## src/rtl/regseq_pkg.sv

```systemverilog
// Shared types and defaults for the register-file sequencer and its ALU.
// Opcode and FSM state encodings live here so every file agrees on them.
package regseq_pkg;

   localparam int DW_DEF = 8;
   localparam int AW_DEF = 3;

   typedef enum logic [2:0] {
      ADD = 3'b000,
      SUB = 3'b001,
      AND = 3'b010,
      OR  = 3'b011,
      XOR = 3'b100,
      MOV = 3'b101,
      LDI = 3'b110,
      CMP = 3'b111
   } op_e;

   typedef enum logic [1:0] {
      IDLE = 2'd0,
      ADDR = 2'd1,
      EXEC = 2'd2
   } state_e;

   // CMP is the only opcode that updates flags without writing the file.
   function automatic logic op_writes(input op_e op);
      return op != CMP;
   endfunction

endpackage

```

## src/rtl/regfile_sequencer_if.sv

```systemverilog
// Instruction handshake, register-file bus and result reporting bundled together.
// master = sequencer side, slave = controller/register-file side.
interface regfile_sequencer_if #(
   parameter int DW = 8,
   parameter int AW = 3
);

   logic          instr_valid;
   logic          instr_ready;
   logic [2:0]    op;
   logic [AW-1:0] src1;
   logic [AW-1:0] src2;
   logic [AW-1:0] dst;
   logic [DW-1:0] imm;

   logic [AW-1:0] rf_a1;
   logic [AW-1:0] rf_a2;
   logic [AW-1:0] rf_a3;
   logic          rf_we;
   logic [DW-1:0] rf_wd;
   logic [DW-1:0] rf_rd1;
   logic [DW-1:0] rf_rd2;

   logic [DW-1:0] result;
   logic          result_valid;
   logic          flag_z;
   logic          flag_c;

   modport master (
      input  instr_valid, op, src1, src2, dst, imm, rf_rd1, rf_rd2,
      output instr_ready, rf_a1, rf_a2, rf_a3, rf_we, rf_wd,
             result, result_valid, flag_z, flag_c
   );

   modport slave (
      output instr_valid, op, src1, src2, dst, imm, rf_rd1, rf_rd2,
      input  instr_ready, rf_a1, rf_a2, rf_a3, rf_we, rf_wd,
             result, result_valid, flag_z, flag_c
   );

endinterface

```

## src/rtl/regseq_alu.sv

```systemverilog
// Combinational 8-op ALU for the sequencer: result plus carry/borrow.
// Carry is the ADD carry-out, or the SUB/CMP borrow; zero for every other op.
module regseq_alu
   import regseq_pkg::*;
#(
   parameter int DW = DW_DEF
) (
   input  op_e           op_i,
   input  logic [DW-1:0] a_i,
   input  logic [DW-1:0] b_i,
   input  logic [DW-1:0] imm_i,
   output logic [DW-1:0] y_o,
   output logic          c_o
);

   logic [DW:0] sum;

   // NOTE: every output of a combinational block gets a default first, so no path infers a latch.
   always_comb begin
      sum = {1'b0, a_i} + {1'b0, b_i};
      y_o = '0;
      c_o = 1'b0;
      case (op_i)
         ADD: begin
            y_o = sum[DW-1:0];
            c_o = sum[DW];
         end
         SUB, CMP: begin
            y_o = a_i - b_i;
            c_o = a_i < b_i;
         end
         AND: y_o = a_i & b_i;
         OR:  y_o = a_i | b_i;
         XOR: y_o = a_i ^ b_i;
         MOV: y_o = a_i;
         LDI: y_o = imm_i;
      endcase
   end

endmodule

```

## src/rtl/regfile_sequencer.sv

```systemverilog
// Sequencer: accepts one instruction, reads two registers, runs the ALU and writes back.
// Three-cycle IDLE -> ADDR -> EXEC loop; result and flags register at the end of EXEC.
module regfile_sequencer
   import regseq_pkg::*;
#(
   parameter int DW = DW_DEF,
   parameter int AW = AW_DEF
) (
   input logic                 clk,
   input logic                 rst,
   regfile_sequencer_if.master seq_if
);

   state_e        state_q, state_d;
   op_e           op_q, op_d;
   logic [AW-1:0] rf_a1_q, rf_a1_d;
   logic [AW-1:0] rf_a2_q, rf_a2_d;
   logic [AW-1:0] dst_q, dst_d;
   logic [DW-1:0] imm_q, imm_d;
   logic [DW-1:0] result_q, result_d;
   logic          result_valid_q, result_valid_d;
   logic          flag_z_q, flag_z_d;
   logic          flag_c_q, flag_c_d;

   logic [DW-1:0] alu_y;
   logic          alu_c;
   logic          instr_ready;

   regseq_alu #(.DW(DW)) u_alu (
      .op_i  (op_q),
      .a_i   (seq_if.rf_rd1),
      .b_i   (seq_if.rf_rd2),
      .imm_i (imm_q),
      .y_o   (alu_y),
      .c_o   (alu_c)
   );

   // Ready is gated by rst so it reads 0 for the whole reset window, not just after an edge.
   assign instr_ready = (state_q == IDLE) && !rst;

   always_comb begin
      state_d        = state_q;
      op_d           = op_q;
      rf_a1_d        = rf_a1_q;
      rf_a2_d        = rf_a2_q;
      dst_d          = dst_q;
      imm_d          = imm_q;
      result_d       = result_q;
      flag_z_d       = flag_z_q;
      flag_c_d       = flag_c_q;
      result_valid_d = 1'b0;
      case (state_q)
         IDLE: begin
            if (seq_if.instr_valid && instr_ready) begin
               op_d    = op_e'(seq_if.op);
               rf_a1_d = seq_if.src1;
               rf_a2_d = seq_if.src2;
               dst_d   = seq_if.dst;
               imm_d   = seq_if.imm;
               state_d = ADDR;
            end
         end
         ADDR: state_d = EXEC;
         EXEC: begin
            result_d       = alu_y;
            flag_z_d       = (alu_y == '0);
            flag_c_d       = alu_c;
            result_valid_d = 1'b1;
            state_d        = IDLE;
         end
         default: state_d = IDLE;
      endcase
   end

   // NOTE: sequential state uses non-blocking assignments so all registers see pre-edge values.
   always_ff @(posedge clk or posedge rst) begin
      if (rst) begin
         state_q        <= IDLE;
         op_q           <= ADD;
         rf_a1_q        <= '0;
         rf_a2_q        <= '0;
         dst_q          <= '0;
         imm_q          <= '0;
         result_q       <= '0;
         result_valid_q <= 1'b0;
         flag_z_q       <= 1'b0;
         flag_c_q       <= 1'b0;
      end else begin
         state_q        <= state_d;
         op_q           <= op_d;
         rf_a1_q        <= rf_a1_d;
         rf_a2_q        <= rf_a2_d;
         dst_q          <= dst_d;
         imm_q          <= imm_d;
         result_q       <= result_d;
         result_valid_q <= result_valid_d;
         flag_z_q       <= flag_z_d;
         flag_c_q       <= flag_c_d;
      end
   end

   // Write enable is decoded from state so an async reset kills it immediately.
   assign seq_if.rf_we        = (state_q == EXEC) && op_writes(op_q);
   assign seq_if.rf_a1        = rf_a1_q;
   assign seq_if.rf_a2        = rf_a2_q;
   assign seq_if.rf_a3        = dst_q;
   assign seq_if.rf_wd        = alu_y;
   assign seq_if.instr_ready  = instr_ready;
   assign seq_if.result       = result_q;
   assign seq_if.result_valid = result_valid_q;
   assign seq_if.flag_z       = flag_z_q;
   assign seq_if.flag_c       = flag_c_q;

endmodule

```

## src/flat_wrapper.sv

```systemverilog
// flat-port wrapper written by rule: the top's interface ports become plain ports
module regfile_sequencer_flat import regseq_pkg::*;
#(
   parameter int DW = DW_DEF,
   parameter int AW = AW_DEF
)
  (clk, rst, seq_if_instr_valid, seq_if_op, seq_if_src1, seq_if_src2, seq_if_dst, seq_if_imm, seq_if_rf_rd1, seq_if_rf_rd2, seq_if_instr_ready, seq_if_rf_a1, seq_if_rf_a2, seq_if_rf_a3, seq_if_rf_we, seq_if_rf_wd, seq_if_result, seq_if_result_valid, seq_if_flag_z, seq_if_flag_c);
  regfile_sequencer_if #(.DW(DW), .AW(AW)) seq_if_i ();
  input logic clk;
  input logic rst;
  input wire logic [$bits(seq_if_i.instr_valid)-1:0] seq_if_instr_valid;
  input wire logic [$bits(seq_if_i.op)-1:0] seq_if_op;
  input wire logic [$bits(seq_if_i.src1)-1:0] seq_if_src1;
  input wire logic [$bits(seq_if_i.src2)-1:0] seq_if_src2;
  input wire logic [$bits(seq_if_i.dst)-1:0] seq_if_dst;
  input wire logic [$bits(seq_if_i.imm)-1:0] seq_if_imm;
  input wire logic [$bits(seq_if_i.rf_rd1)-1:0] seq_if_rf_rd1;
  input wire logic [$bits(seq_if_i.rf_rd2)-1:0] seq_if_rf_rd2;
  output wire logic [$bits(seq_if_i.instr_ready)-1:0] seq_if_instr_ready;
  output wire logic [$bits(seq_if_i.rf_a1)-1:0] seq_if_rf_a1;
  output wire logic [$bits(seq_if_i.rf_a2)-1:0] seq_if_rf_a2;
  output wire logic [$bits(seq_if_i.rf_a3)-1:0] seq_if_rf_a3;
  output wire logic [$bits(seq_if_i.rf_we)-1:0] seq_if_rf_we;
  output wire logic [$bits(seq_if_i.rf_wd)-1:0] seq_if_rf_wd;
  output wire logic [$bits(seq_if_i.result)-1:0] seq_if_result;
  output wire logic [$bits(seq_if_i.result_valid)-1:0] seq_if_result_valid;
  output wire logic [$bits(seq_if_i.flag_z)-1:0] seq_if_flag_z;
  output wire logic [$bits(seq_if_i.flag_c)-1:0] seq_if_flag_c;
  assign seq_if_i.instr_valid = seq_if_instr_valid;
  assign seq_if_i.op = seq_if_op;
  assign seq_if_i.src1 = seq_if_src1;
  assign seq_if_i.src2 = seq_if_src2;
  assign seq_if_i.dst = seq_if_dst;
  assign seq_if_i.imm = seq_if_imm;
  assign seq_if_i.rf_rd1 = seq_if_rf_rd1;
  assign seq_if_i.rf_rd2 = seq_if_rf_rd2;
  assign seq_if_instr_ready = seq_if_i.instr_ready;
  assign seq_if_rf_a1 = seq_if_i.rf_a1;
  assign seq_if_rf_a2 = seq_if_i.rf_a2;
  assign seq_if_rf_a3 = seq_if_i.rf_a3;
  assign seq_if_rf_we = seq_if_i.rf_we;
  assign seq_if_rf_wd = seq_if_i.rf_wd;
  assign seq_if_result = seq_if_i.result;
  assign seq_if_result_valid = seq_if_i.result_valid;
  assign seq_if_flag_z = seq_if_i.flag_z;
  assign seq_if_flag_c = seq_if_i.flag_c;
  regfile_sequencer #(.DW(DW), .AW(AW)) u_core (.clk(clk), .rst(rst), .seq_if(seq_if_i));
endmodule
```

## config.mk

```make
export PLATFORM = sky130hd
export DESIGN_NAME = regfile_sequencer_flat
export DESIGN_NICKNAME = d
export VERILOG_FILES = /design/src/rtl/regseq_pkg.sv /design/src/rtl/regfile_sequencer_if.sv /design/src/rtl/regseq_alu.sv /design/src/rtl/regfile_sequencer.sv /design/src/flat_wrapper.sv
export SDC_FILE = /design/constraint.sdc
export NUM_CORES = 1
export LEC_CHECK = 0
export BUFFER_PORTS_ARGS = -buffer_cell sky130_fd_sc_hd__buf_4
export CAP_MARGIN = 20
export CORE_MARGIN = 10
export CORE_UTILIZATION = 45
export CTS_BUF_LIST = sky130_fd_sc_hd__clkbuf_2 sky130_fd_sc_hd__clkbuf_4 sky130_fd_sc_hd__clkbuf_8
export CTS_CLUSTER_SIZE = 25
export DETAILED_ROUTE_END_ITERATION = 12
export PLACE_DENSITY = 0.7
export SLEW_MARGIN = 20
export SYNTH_ARGS = -nofsm -noshare
export SYNTH_HDL_FRONTEND = slang
export SYNTH_SLANG_ARGS = --single-unit
```

## constraint.sdc

```tcl
create_clock -name clk -period 2.77 [get_ports clk]
set_clock_uncertainty 0.1 [all_clocks]
set_input_delay 0.1385 -clock clk [delete_from_list [all_inputs] [get_ports clk]]
set_output_delay 0.1385 -clock clk [all_outputs]
set_load 0.01 [all_outputs]
```

==> results.toml <==
[critical_path]
r2r_slack_ns = 0.41
critical_path_required_ns = 2.53
cp-end-kind = "output port"
critical_path.reg2reg.startpoint = "u_core.op_q[2]"
setup.worst_path.start_class = "flop"
path_max_fanout = 8
r2r_cells = 8
path_type_of_the_worst_setup_path = "flop to output port"
cp_data_arrival_time_ns = 2.37
worstReg2RegEnd = "u_core.seq_if.flag_z"

[clocking]
cts.sink_count = 33
clk_path_buf_depth = 2
clock_root_buffer = "sky130_fd_sc_hd__clkbuf_8"
worst_setup_hold_path_clk_slew_ns = 0.06
number_of_buffers_added_by_the_clock_tree_synthesis_step = 5
cts_tree = "built"
post_cts_setup_buffers = 0
clock_latency_ns = 0.27
h-tree-depth = 2

[cells_and_area]
layout-area-overhead-vs-synth_pct = 36.1
mostFrequentLayoutCell = "sky130_fd_sc_hd__buf_4"
final_cell_mix = "sky130_fd_sc_hd__buf_4, sky130_fd_sc_hd__dfrtp_1, sky130_fd_sc_hd__inv_1, sky130_fd_sc_hd__mux2_2, sky130_fd_sc_hd__ha_1"
layoutNonFillerInstCount = 432
n_fill_cell = 462
diodes = 0
nNetsFinal = 424
post_route_cells_drive_above_1_share_pct = 33.1

[power]
p_leak_nw = 1.68
power.share.sequential_pct = 31.1
cellInternalPower_mw = 1.45
p_comb_share_pct = 48.0
vdd_ir_drop_max_mv = 0.504
totalPowerFinal_mw = 2.24
switchingPower_mw = 0.785
cellPowerDensity_nw_per_um2 = 645
clock_power_share_pct = 20.9
switching_share_pct = 35.0

[synthesis]
synthesis.nets = 333
synth-main-ff-cell = "sky130_fd_sc_hd__dfrtp_1"
post_synth_instance_area_um2 = 2550
syn-instance-count = 268
synthesis.area_per_instance_um2 = 9.52
synth_cell_types = 55
synth_top_area_share_pct = 32.4
synth.area.top_cells = "sky130_fd_sc_hd__dfrtp_1, sky130_fd_sc_hd__ha_1, sky130_fd_sc_hd__mux2_2, sky130_fd_sc_hd__inv_1, sky130_fd_sc_hd__o21ai_0"
synth.largest_area_cell = "sky130_fd_sc_hd__dfrtp_1"
yosysSeqAreaShare_pct = 32.4
synth-edff-count = 0
synth-async-reset-ratio_pct = 100
yosysWarnings = 0
synth_seq_cells = 33

[timing]
final_period_minus_worst_setup_slack_ns = 2.60
setup_total_negative_slack_ns = 0
final.hold.worst_slack_ns = 0.0127
finalSetupViolations = 0
worst_slew_margin_rel_pct = 61.3
unrepaired_setup_endpoints_after_global_routing = "no"
final_max_slew_viol_count = 0
max_freq_ghz = 0.384
timing.final.crit_share_pct = 94.0
worst_slew_pin_slew_ns = 0.576
finalHoldViolCount = 0

[global_route]
grt_remaining_overflow = 0
grt_antenna_before_repair = 0
grtUsageTotal_pct = 16.1
maximum_number_of_pins_on_one_net_before_global_route_repair = 22
first_pass_grt_wire_length_um = 12000
grt_pass1_vias = 2423

[placed_design]
numPortBuffers = 68
place.detailed.hpwl_um = 5520
gpl.final_weighted_congestion = 0.904
place.detailed.instances = 405

[hold_path]
min_path_cells = 2
worst_hold_path.endpoint = "u_core.imm_q[6]"
holdCritStartpoint = "seq_if_imm[6]"
holdCritPathClass = "input pin to flop"

[routing]
first_iter_violations = 121
post_drt_via_cell_ratio = 5.38
average_detailed_routed_wire_length_per_instance_um = 16.3
drt_pass1_iterations = 4
wirelength_um = 7060
detail_route.drc_violations = 0
dr_total_vias = 2325
detail-route-antenna-nets = 0

[floorplan]
die_span_y_um = 95.3
design.portCount = 69
design.core.area_um2 = 5510
row_count = 27
fp.dieArea_um2 = 9080
floorplan.die.width_um = 95.3
floorplan.initialDensity_pct = 46.3

[run_status]
outcome = "complete, no violations"

[job]
cap_viol_max_count = 0
==> synthesized netlist by cell type (3+ instances only) <==
| cell | count |
|---|---|
| sky130_fd_sc_hd__a21o_1 | 3 |
| sky130_fd_sc_hd__a221oi_1 | 3 |
| sky130_fd_sc_hd__clkbuf_1 | 4 |
| sky130_fd_sc_hd__ha_1 | 24 |
| sky130_fd_sc_hd__a211oi_1 | 4 |
| sky130_fd_sc_hd__nand2b_1 | 4 |
| sky130_fd_sc_hd__nor2_1 | 14 |
| sky130_fd_sc_hd__o21ai_0 | 20 |
| sky130_fd_sc_hd__buf_2 | 4 |
| sky130_fd_sc_hd__mux2_2 | 24 |
| sky130_fd_sc_hd__inv_1 | 27 |
| sky130_fd_sc_hd__a21oi_1 | 13 |
| sky130_fd_sc_hd__o22ai_1 | 5 |
| sky130_fd_sc_hd__nor3_1 | 5 |
| sky130_fd_sc_hd__dfrtp_1 | 33 |
| sky130_fd_sc_hd__nand2_1 | 16 |
| sky130_fd_sc_hd__a211o_1 | 3 |
| sky130_fd_sc_hd__o31a_1 | 3 |
| sky130_fd_sc_hd__xnor2_1 | 4 |
| sky130_fd_sc_hd__nor2b_1 | 3 |
| sky130_fd_sc_hd__mux2i_1 | 6 |
==> registers in the layout, indices dropped and copies added, names as in the netlist <==
name,flops
u_core.seq_if.rf_a2,3
u_core.op_q,3
u_core.seq_if.flag_z,1
u_core.seq_if.rf_a3,3
u_core.seq_if.rf_a1,3
u_core.seq_if.result,8
u_core.seq_if.result_valid,1
u_core.seq_if.flag_c,1
u_core.imm_q,8
u_core.state_q,2
==> power groups by stage <==
stage | combinational, mW | clock [mW] | sequential (mW)
2_1_floorplan | 0.583 | 0 | 0.719
3_3_place_gp | 1.04 | 0 | 0.698
3_5_place_dp | 1.05 | 0 | 0.703
4_1_cts | 1.08 | 0.482 | 0.694
5_1_grt | 1.18 | 0.508 | 0.715
6_report | 1.07 | 0.468 | 0.697
==> layout make-up <==
type	count	area, µm²	share of cell area [%]
multi-input cells	193	1550	44.7
flip-flops and latches	33	827	23.8
repair buffers	97	776	22.3
inverters	29	109	3.13
clock buffers	7	90.1	2.59
well taps	72	90.1	2.59
clock inverters	1	30.0	0.865
==> through the flow <==
stage	utilization (%)	area (µm²)	worst slack, ns
2_1_floorplan	-	2550	0.560
3_3_place_gp	57.4	3160	0.240
3_5_place_dp	57.4	3160	0.192
4_1_cts	62.8	3460	0.121
5_1_grt	63.1	3470	0.00398
6_report	63.1	3470	0.166
==> cells by family (layout without fill, tap and decap cells) <==
group / count (synthesis) / after routing / share of synthesized area [%]
AO/OA/AOI/OAI: 79 / 79 / 22.1
buffers and inverters: 42 / 134 / 6.87
AND/OR/NAND/NOR: 52 / 52 / 9.71
multiplexers: 32 / 32 / 14.3
XOR/XNOR: 4 / 4 / 1.37
flip-flops: 33 / 33 / 32.4
adder cells (fa/ha/maj): 26 / 26 / 13.3
==> worst max-delay path by stage <==
| stage | start | slack [ns] | cells after the start | endpoint |
|---|---|---|---|---|
| 6_report | u_core.op_q[2] | 0.17 | 8 | seq_if_rf_wd[7] |
| 3_5_place_dp | seq_if_rf_rd2[0] | 0.19 | 10 | u_core.seq_if.flag_z |
| 5_1_grt | u_core.op_q[2] | 0.004 | 8 | seq_if_rf_wd[7] |
| 2_1_floorplan | seq_if_rf_rd2[0] | 0.56 | 9 | u_core.seq_if.flag_z |
| 3_3_place_gp | seq_if_rf_rd2[0] | 0.24 | 10 | seq_if_rf_wd[6] |
| 4_1_cts | u_core.op_q[2] | 0.12 | 8 | seq_if_rf_wd[7] |
==> worst max-delay path, cell delays in order (launching register included) <==
cell                       delay [ns]
sky130_fd_sc_hd__dfrtp_2         0.46
sky130_fd_sc_hd__buf_4           0.18
sky130_fd_sc_hd__nand2b_1        0.13
sky130_fd_sc_hd__o221ai_1        0.21
sky130_fd_sc_hd__o31a_1          0.29
sky130_fd_sc_hd__o32ai_1         0.13
sky130_fd_sc_hd__a31o_2          0.23
sky130_fd_sc_hd__a211oi_2        0.29
sky130_fd_sc_hd__buf_4           0.18
==> layer usage <==
layer	vias up	wire, µm	GRT usage [%]
li1	1143	-	-
met1	1096	2820	18.8
met2	76	3530	27.1
met3	10	614	5.89
met4	0	95	4.61
met5	-	0	0
==> what timing repair did <==
action / CTS / global route
hold buffers: 18 / 1
hold endpoints to repair: 29 / 1
resized for setup: 0 / 2
setup endpoints to repair: 0 / 3
No activity file was read; power rests on OpenSTA's default activity.
